==> src/rtl/hazard_control_if.sv <==
// Signal bundle between the hazard controller and the pipeline datapath.
// The controller takes the master side; the datapath/stage latches take the slave side.
interface hazard_control_if #(
   parameter int CNTW = 32
);

   // Hazard sources reported by the pipeline
   logic            ihit;
   logic            dhit;
   logic            mem_dREN;
   logic            mem_dWEN;
   logic            ex_dREN;
   logic [4:0]      ex_rt;
   logic [4:0]      id_rs;
   logic [4:0]      id_rt;
   logic            id_uses_rt;
   logic            br_taken;
   logic            wb_halt;

   // Sequencing commands back to the pipeline
   logic            pcen;
   logic            deen;
   logic            exen;
   logic            memen;
   logic            wben;
   logic            de_flush;
   logic            ex_flush;
   logic            iREN;
   logic            halt;
   logic [CNTW-1:0] stall_cnt;
   logic [CNTW-1:0] flush_cnt;

   modport master (
      input  ihit, dhit, mem_dREN, mem_dWEN, ex_dREN, ex_rt,
             id_rs, id_rt, id_uses_rt, br_taken, wb_halt,
      output pcen, deen, exen, memen, wben, de_flush, ex_flush,
             iREN, halt, stall_cnt, flush_cnt
   );

   modport slave (
      output ihit, dhit, mem_dREN, mem_dWEN, ex_dREN, ex_rt,
             id_rs, id_rt, id_uses_rt, br_taken, wb_halt,
      input  pcen, deen, exen, memen, wben, de_flush, ex_flush,
             iREN, halt, stall_cnt, flush_cnt
   );

endinterface

==> src/rtl/hazard_control.sv <==
// Five-stage pipeline sequencing controller: PC/latch enables, bubble insertion,
// fetch gating, sticky halt, and saturating stall/flush performance counters.
module hazard_control #(
   parameter int CNTW = 32
) (
   input  logic             CLK,
   input  logic             RST,
   hazard_control_if.master hc
);

   typedef enum logic [1:0] {
      RUN  = 2'd0,
      DACC = 2'd1,
      HALT = 2'd2
   } state_e;

   state_e          state_q, state_d;
   logic [CNTW-1:0] stall_cnt_q, stall_cnt_d;
   logic [CNTW-1:0] flush_cnt_q, flush_cnt_d;

   logic dmem;
   logic ld_use;
   logic pcen, deen, exen, memen, wben;
   logic de_flush, ex_flush, iren, halt;
   logic flush_evt;

   assign dmem   = hc.mem_dREN | hc.mem_dWEN;
   assign ld_use = hc.ex_dREN && (hc.ex_rt != 5'd0) &&
                   ((hc.ex_rt == hc.id_rs) || (hc.id_uses_rt && (hc.ex_rt == hc.id_rt)));

   // Priority: reset, halt, data wait, redirect, load-use, fetch miss, normal.
   // NOTE: every output gets a default before the priority chain so no path leaves one unassigned (no latches).
   always_comb begin
      state_d   = state_q;
      pcen      = 1'b0;
      deen      = 1'b0;
      exen      = 1'b0;
      memen     = 1'b0;
      wben      = 1'b0;
      de_flush  = 1'b0;
      ex_flush  = 1'b0;
      iren      = 1'b0;
      halt      = 1'b0;
      flush_evt = 1'b0;

      if (RST) begin
         state_d = RUN;
      end else if (state_q == HALT) begin
         halt = 1'b1;
      end else if (dmem && !hc.dhit) begin
         state_d = DACC;
      end else begin
         state_d = hc.wb_halt ? HALT : RUN;
         iren    = 1'b1;
         exen    = 1'b1;
         memen   = 1'b1;
         wben    = 1'b1;
         if (hc.br_taken) begin
            // The wrong-path load (if any) is squashed, so redirect beats load-use
            pcen      = 1'b1;
            deen      = 1'b1;
            de_flush  = 1'b1;
            ex_flush  = 1'b1;
            flush_evt = 1'b1;
         end else if (ld_use) begin
            ex_flush = 1'b1;
         end else if (!hc.ihit) begin
            deen     = 1'b1;
            de_flush = 1'b1;
         end else begin
            pcen = 1'b1;
            deen = 1'b1;
         end
      end
   end

   always_comb begin
      stall_cnt_d = stall_cnt_q;
      flush_cnt_d = flush_cnt_q;
      if (!RST && (state_q != HALT) && !pcen && (stall_cnt_q != '1))
         stall_cnt_d = stall_cnt_q + CNTW'(1);
      if (flush_evt && (flush_cnt_q != '1))
         flush_cnt_d = flush_cnt_q + CNTW'(1);
   end

   // NOTE: sequential state uses non-blocking assignments so all registers update together at the edge.
   always_ff @(posedge CLK or posedge RST) begin
      if (RST) begin
         state_q     <= RUN;
         stall_cnt_q <= '0;
         flush_cnt_q <= '0;
      end else begin
         state_q     <= state_d;
         stall_cnt_q <= stall_cnt_d;
         flush_cnt_q <= flush_cnt_d;
      end
   end

   assign hc.pcen      = pcen;
   assign hc.deen      = deen;
   assign hc.exen      = exen;
   assign hc.memen     = memen;
   assign hc.wben      = wben;
   assign hc.de_flush  = de_flush;
   assign hc.ex_flush  = ex_flush;
   assign hc.iREN      = iren;
   assign hc.halt      = halt;
   assign hc.stall_cnt = stall_cnt_q;
   assign hc.flush_cnt = flush_cnt_q;

endmodule

==> src/flat_wrapper.sv <==
// flat-port wrapper written by rule: the top's interface ports become plain ports
module hazard_control_flat 
#(
   parameter int CNTW = 32
)
  (CLK, RST, hc_ihit, hc_dhit, hc_mem_dREN, hc_mem_dWEN, hc_ex_dREN, hc_ex_rt, hc_id_rs, hc_id_rt, hc_id_uses_rt, hc_br_taken, hc_wb_halt, hc_pcen, hc_deen, hc_exen, hc_memen, hc_wben, hc_de_flush, hc_ex_flush, hc_iREN, hc_halt, hc_stall_cnt, hc_flush_cnt);
  hazard_control_if #(.CNTW(CNTW)) hc_i ();
  input  logic CLK;
  input  logic RST;
  input wire logic [$bits(hc_i.ihit)-1:0] hc_ihit;
  input wire logic [$bits(hc_i.dhit)-1:0] hc_dhit;
  input wire logic [$bits(hc_i.mem_dREN)-1:0] hc_mem_dREN;
  input wire logic [$bits(hc_i.mem_dWEN)-1:0] hc_mem_dWEN;
  input wire logic [$bits(hc_i.ex_dREN)-1:0] hc_ex_dREN;
  input wire logic [$bits(hc_i.ex_rt)-1:0] hc_ex_rt;
  input wire logic [$bits(hc_i.id_rs)-1:0] hc_id_rs;
  input wire logic [$bits(hc_i.id_rt)-1:0] hc_id_rt;
  input wire logic [$bits(hc_i.id_uses_rt)-1:0] hc_id_uses_rt;
  input wire logic [$bits(hc_i.br_taken)-1:0] hc_br_taken;
  input wire logic [$bits(hc_i.wb_halt)-1:0] hc_wb_halt;
  output wire logic [$bits(hc_i.pcen)-1:0] hc_pcen;
  output wire logic [$bits(hc_i.deen)-1:0] hc_deen;
  output wire logic [$bits(hc_i.exen)-1:0] hc_exen;
  output wire logic [$bits(hc_i.memen)-1:0] hc_memen;
  output wire logic [$bits(hc_i.wben)-1:0] hc_wben;
  output wire logic [$bits(hc_i.de_flush)-1:0] hc_de_flush;
  output wire logic [$bits(hc_i.ex_flush)-1:0] hc_ex_flush;
  output wire logic [$bits(hc_i.iREN)-1:0] hc_iREN;
  output wire logic [$bits(hc_i.halt)-1:0] hc_halt;
  output wire logic [$bits(hc_i.stall_cnt)-1:0] hc_stall_cnt;
  output wire logic [$bits(hc_i.flush_cnt)-1:0] hc_flush_cnt;
  assign hc_i.ihit = hc_ihit;
  assign hc_i.dhit = hc_dhit;
  assign hc_i.mem_dREN = hc_mem_dREN;
  assign hc_i.mem_dWEN = hc_mem_dWEN;
  assign hc_i.ex_dREN = hc_ex_dREN;
  assign hc_i.ex_rt = hc_ex_rt;
  assign hc_i.id_rs = hc_id_rs;
  assign hc_i.id_rt = hc_id_rt;
  assign hc_i.id_uses_rt = hc_id_uses_rt;
  assign hc_i.br_taken = hc_br_taken;
  assign hc_i.wb_halt = hc_wb_halt;
  assign hc_pcen = hc_i.pcen;
  assign hc_deen = hc_i.deen;
  assign hc_exen = hc_i.exen;
  assign hc_memen = hc_i.memen;
  assign hc_wben = hc_i.wben;
  assign hc_de_flush = hc_i.de_flush;
  assign hc_ex_flush = hc_i.ex_flush;
  assign hc_iREN = hc_i.iREN;
  assign hc_halt = hc_i.halt;
  assign hc_stall_cnt = hc_i.stall_cnt;
  assign hc_flush_cnt = hc_i.flush_cnt;
  hazard_control #(.CNTW(CNTW)) u_core (.CLK(CLK), .RST(RST), .hc(hc_i));
endmodule
==> config.mk <==
export PLATFORM = sky130hd
export DESIGN_NAME = hazard_control_flat
export DESIGN_NICKNAME = d
export VERILOG_FILES = /design/src/rtl/hazard_control_if.sv /design/src/rtl/hazard_control.sv /design/src/flat_wrapper.sv
export SDC_FILE = /design/constraint.sdc
export NUM_CORES = 1
export LEC_CHECK = 0
export CAP_MARGIN = 30
export CELL_PAD_IN_SITES_DETAIL_PLACEMENT = 2
export CELL_PAD_IN_SITES_GLOBAL_PLACEMENT = 2
export CORE_UTILIZATION = 31
export CTS_CLUSTER_DIAMETER = 100
export DETAILED_ROUTE_END_ITERATION = 12
export PLACE_DENSITY = 0.87
export SYNTH_ARGS = -nofsm -noshare
export SYNTH_HDL_FRONTEND = slang
export SYNTH_SLANG_ARGS = --single-unit
==> constraint.sdc <==
create_clock -name CLK -period 6.32 [get_ports CLK]
set_input_delay 1.264 -clock CLK [delete_from_list [all_inputs] [get_ports CLK]]
set_output_delay 1.264 -clock CLK [all_outputs]
set_load 0.02 [all_outputs]
==> summary.md <==
* 0.800 — part of the cycle the worst path needs
* 5060 ps — Period minus WS final
* built — clock tree from TritonCTS
* 0 — number of antenna violations at the first check in global routing
* 70 — largest net degree at the start of global routing
* 0.409 — worst relative slew slack
* 3320 — via count of the first global-routing pass
* 556 — total placed cells including tap cells
* 0 — max-slew violation total from the final report
* clkdlybuf4s50_1 — slowest CP cell
* dfrtp_1 — main flop type after synthesis
* 0.485 — part of the Yosys area used for sequential elements
* 80 ps — Worst-path clk slew
* 4 — count of buffering cells on the critical path with inverters included
* 0 — post-route ant nets
* output pin — crit end category
* 1.93 nW — static leakage
* 4510 sq um — cell area after placement
* clkbuf_8 — clk root buf
* 572 — Layout Cells excl Fill
* 5.15 — vias per inst
* 0.452 — final core utilization
* 458 — final layout net count
* 4 — count of TritonRoute iterations in the first routing pass
* 37 — Synth cell types
* 39.0% — growth of design area from synthesis to finish
* 11400 sq um — die footprint
* 496 ps — hold slack
* 5060 ps — worst path required time
* clkdlybuf4s50_1 — most used cell, CP
* 887 ps — Least-Margin Pin Slew
* 10.3 sq um — Post-Synthesis Mean Instance Area
* 330 ps — clock insertion delay at the later pin of the skew report
* 0.325 — Initial Util
* 2945 — Via Count
* 3400 sq um — summed instance area of the synthesized netlist
* no — unrepaired setup endpoints after global routing
* 0.198 — total track usage
* 3790 ps — arrival time reported for the critical path endpoint
* 1137 — fillers
* 17.8 mm — global-route wire length before repair
* 0 — number of hold buffers added after cts
* primary input — element type at the critical path start
* 10500 sq um — area inside the core boundary
* 0 — number of enable-type register cells in the synthesized netlist
* 7.55 mm — HPWL after detailed placement
* 0 — max-cap check violation count
* in2out — type of the worst setup path
* 107 um — width of the chip
* 0 — gr ovfl total
* 0 — number of resized instances in the post-cts repair step
* 66 — number of sinks driven by the clock tree
* 73 — detailed router's first-iteration violation count
* 9 — Inserted Clock Buffers
* 620 ps — worst stage delay on the critical path
* 107 um — Die Y
* 27 — biggest fanout along the worst timing path
* buffers and inverters — cell class contributing the biggest share of worst-path delay
* reg2reg — HP Class
* 0.0665 — fraction of layout cells with a size suffix above 1
* 98 — Top Ports
* 4730 sq um — final design instance area without fill
* 0 — # setup viols final
* 1.00 — async set-reset flop share out of synthesis
* 37 — floorplan row count
* 0 — ant diodes
* 0 ps — setup tns final
* 8.62 ps — final clock skew
* 18.3 um — routed len/inst
* 0 — Fin. Hold Viols
* 66 — count of state elements after synthesis
* 358 — post-synthesis net count
* 0 — residual DRC count
* 0 — YS warnings
* 97 — port buffer count
* 0.827 — GP Congestion
* 331 — Syn Inst Count
* 3 — H-tree depth reported by CTS
* 243 nW/um^2 — Power per Cell Area
* 10.5 mm — post-detailed-routing wire length
* clkdlybuf4s50_1, or4_1, o21ai_0, or2_2, o21ai_4, buf_4, inv_2, clkdlybuf4s50_1 — cells along the critical path
* 0.000133 V — maximum ir drop on the vdd rail
* 0 — Post CTS Setup Buffer Count
* 2 — Longest Clk Path Bufs
* 0.198 GHz — Max Clk Rate
* finished clean — outcome
## power breakdown
group          switching [mW]  internal [mW]
combinational           0.125          0.116
clock                   0.169          0.232
sequential             0.0517          0.455
total                   0.346          0.803
## final cells by class
class	instances	area (sq um)	share of cell area
clock buffers	11	141	0.0299
clock inverters	5	77.6	0.0164
inverters	7	26.3	0.00556
multi-input cells	248	1680	0.354
flip-flops and latches	66	1650	0.349
well taps	136	170	0.0360
repair buffers	99	986	0.209
## routing by layer
metal,global-route usage,wire length [um]
met3,0.0286,206
met1,0.245,4610
met2,0.353,5500
met4,0.0675,146
met5,0,0
## kinds of logic (layout without fill, tap and decap cells)
family,Yosys count,after routing,share of synthesized area
XOR/XNOR,70,70,0.185
flip-flops,66,66,0.485
AO/OA/AOI/OAI,13,13,0.0313
multiplexers,2,2,0.00662
AND/OR/NAND/NOR,161,161,0.263
adder cells (fa/ha/maj),2,2,0.00735
buffers and inverters,17,122,0.0221
## path summary, 6_finish.rpt
path	startpoint	cells past startpoint	to	slack, ps
hold / removal	u_core.hc.stall_cnt[7]$_DFFE_PP0P_	1	u_core.hc.stall_cnt[7]$_DFFE_PP0P_	500
setup reg to reg	u_core.hc.stall_cnt[24]$_DFFE_PP0P_	5	u_core.hc.stall_cnt[1]$_DFFE_PP0P_	3760
hold reg to reg	u_core.hc.stall_cnt[7]$_DFFE_PP0P_	1	u_core.hc.stall_cnt[7]$_DFFE_PP0P_	500
setup / recovery	hc_ex_rt[0]	8	hc_pcen	1260
max in group asynchronous	RST	3	u_core.hc.flush_cnt[4]$_DFFE_PP0P_	4150
min in group asynchronous	RST	3	u_core.hc.flush_cnt[6]$_DFFE_PP0P_	1600
## cells in the final DEF, fill, tap and decap left out, drive strengths merged, types with 7 or more instances in the layout
master / Yosys / routed
xnor2: 53 / 53
nor3: 9 / 9
and4: 9 / 9
dfrtp: 66 / 66
clkbuf: 7 / 11
and2: 8 / 8
nand4: 24 / 24
inv: 7 / 7
xor2: 17 / 17
nor2: 17 / 17
and3: 16 / 16
clkdlybuf4s50: 0 / 97
nor4: 8 / 8
nand2: 27 / 27
nand3: 32 / 32
## sequential cells by signal, summed over array words and instances, names as in the netlist
register	cells
u_core.hc.flush_cnt	32
u_core.hc.stall_cnt	32
u_core.state_q	2
## cells in the mapped netlist (4+ instances only)
cell      count  area, sq um
nor2_1       17         63.8
dfrtp_1      66         1650
clkbuf_1      7         26.3
xnor2_1      51          447
nand3_1      32          160
and3_1       16          100
and4_1        9         78.8
nor3_1        9         45.0
nand4_1      24          150
inv_1         6         22.5
nand2_1      27          101
o21a_1        4         30.0
and2_1        7         43.8
xor2_1       17          149
nor4_1        8         50.1
## metrics by stage
step,power (mW),worst slack (ps)
global route,1.21,1150
detailed placement,0.756,1310
global placement,0.745,1400
finish,1.15,1260
CTS,1.16,1290
floorplan,0.627,1170
Note: power is estimated with default switching activity, not from simulation.
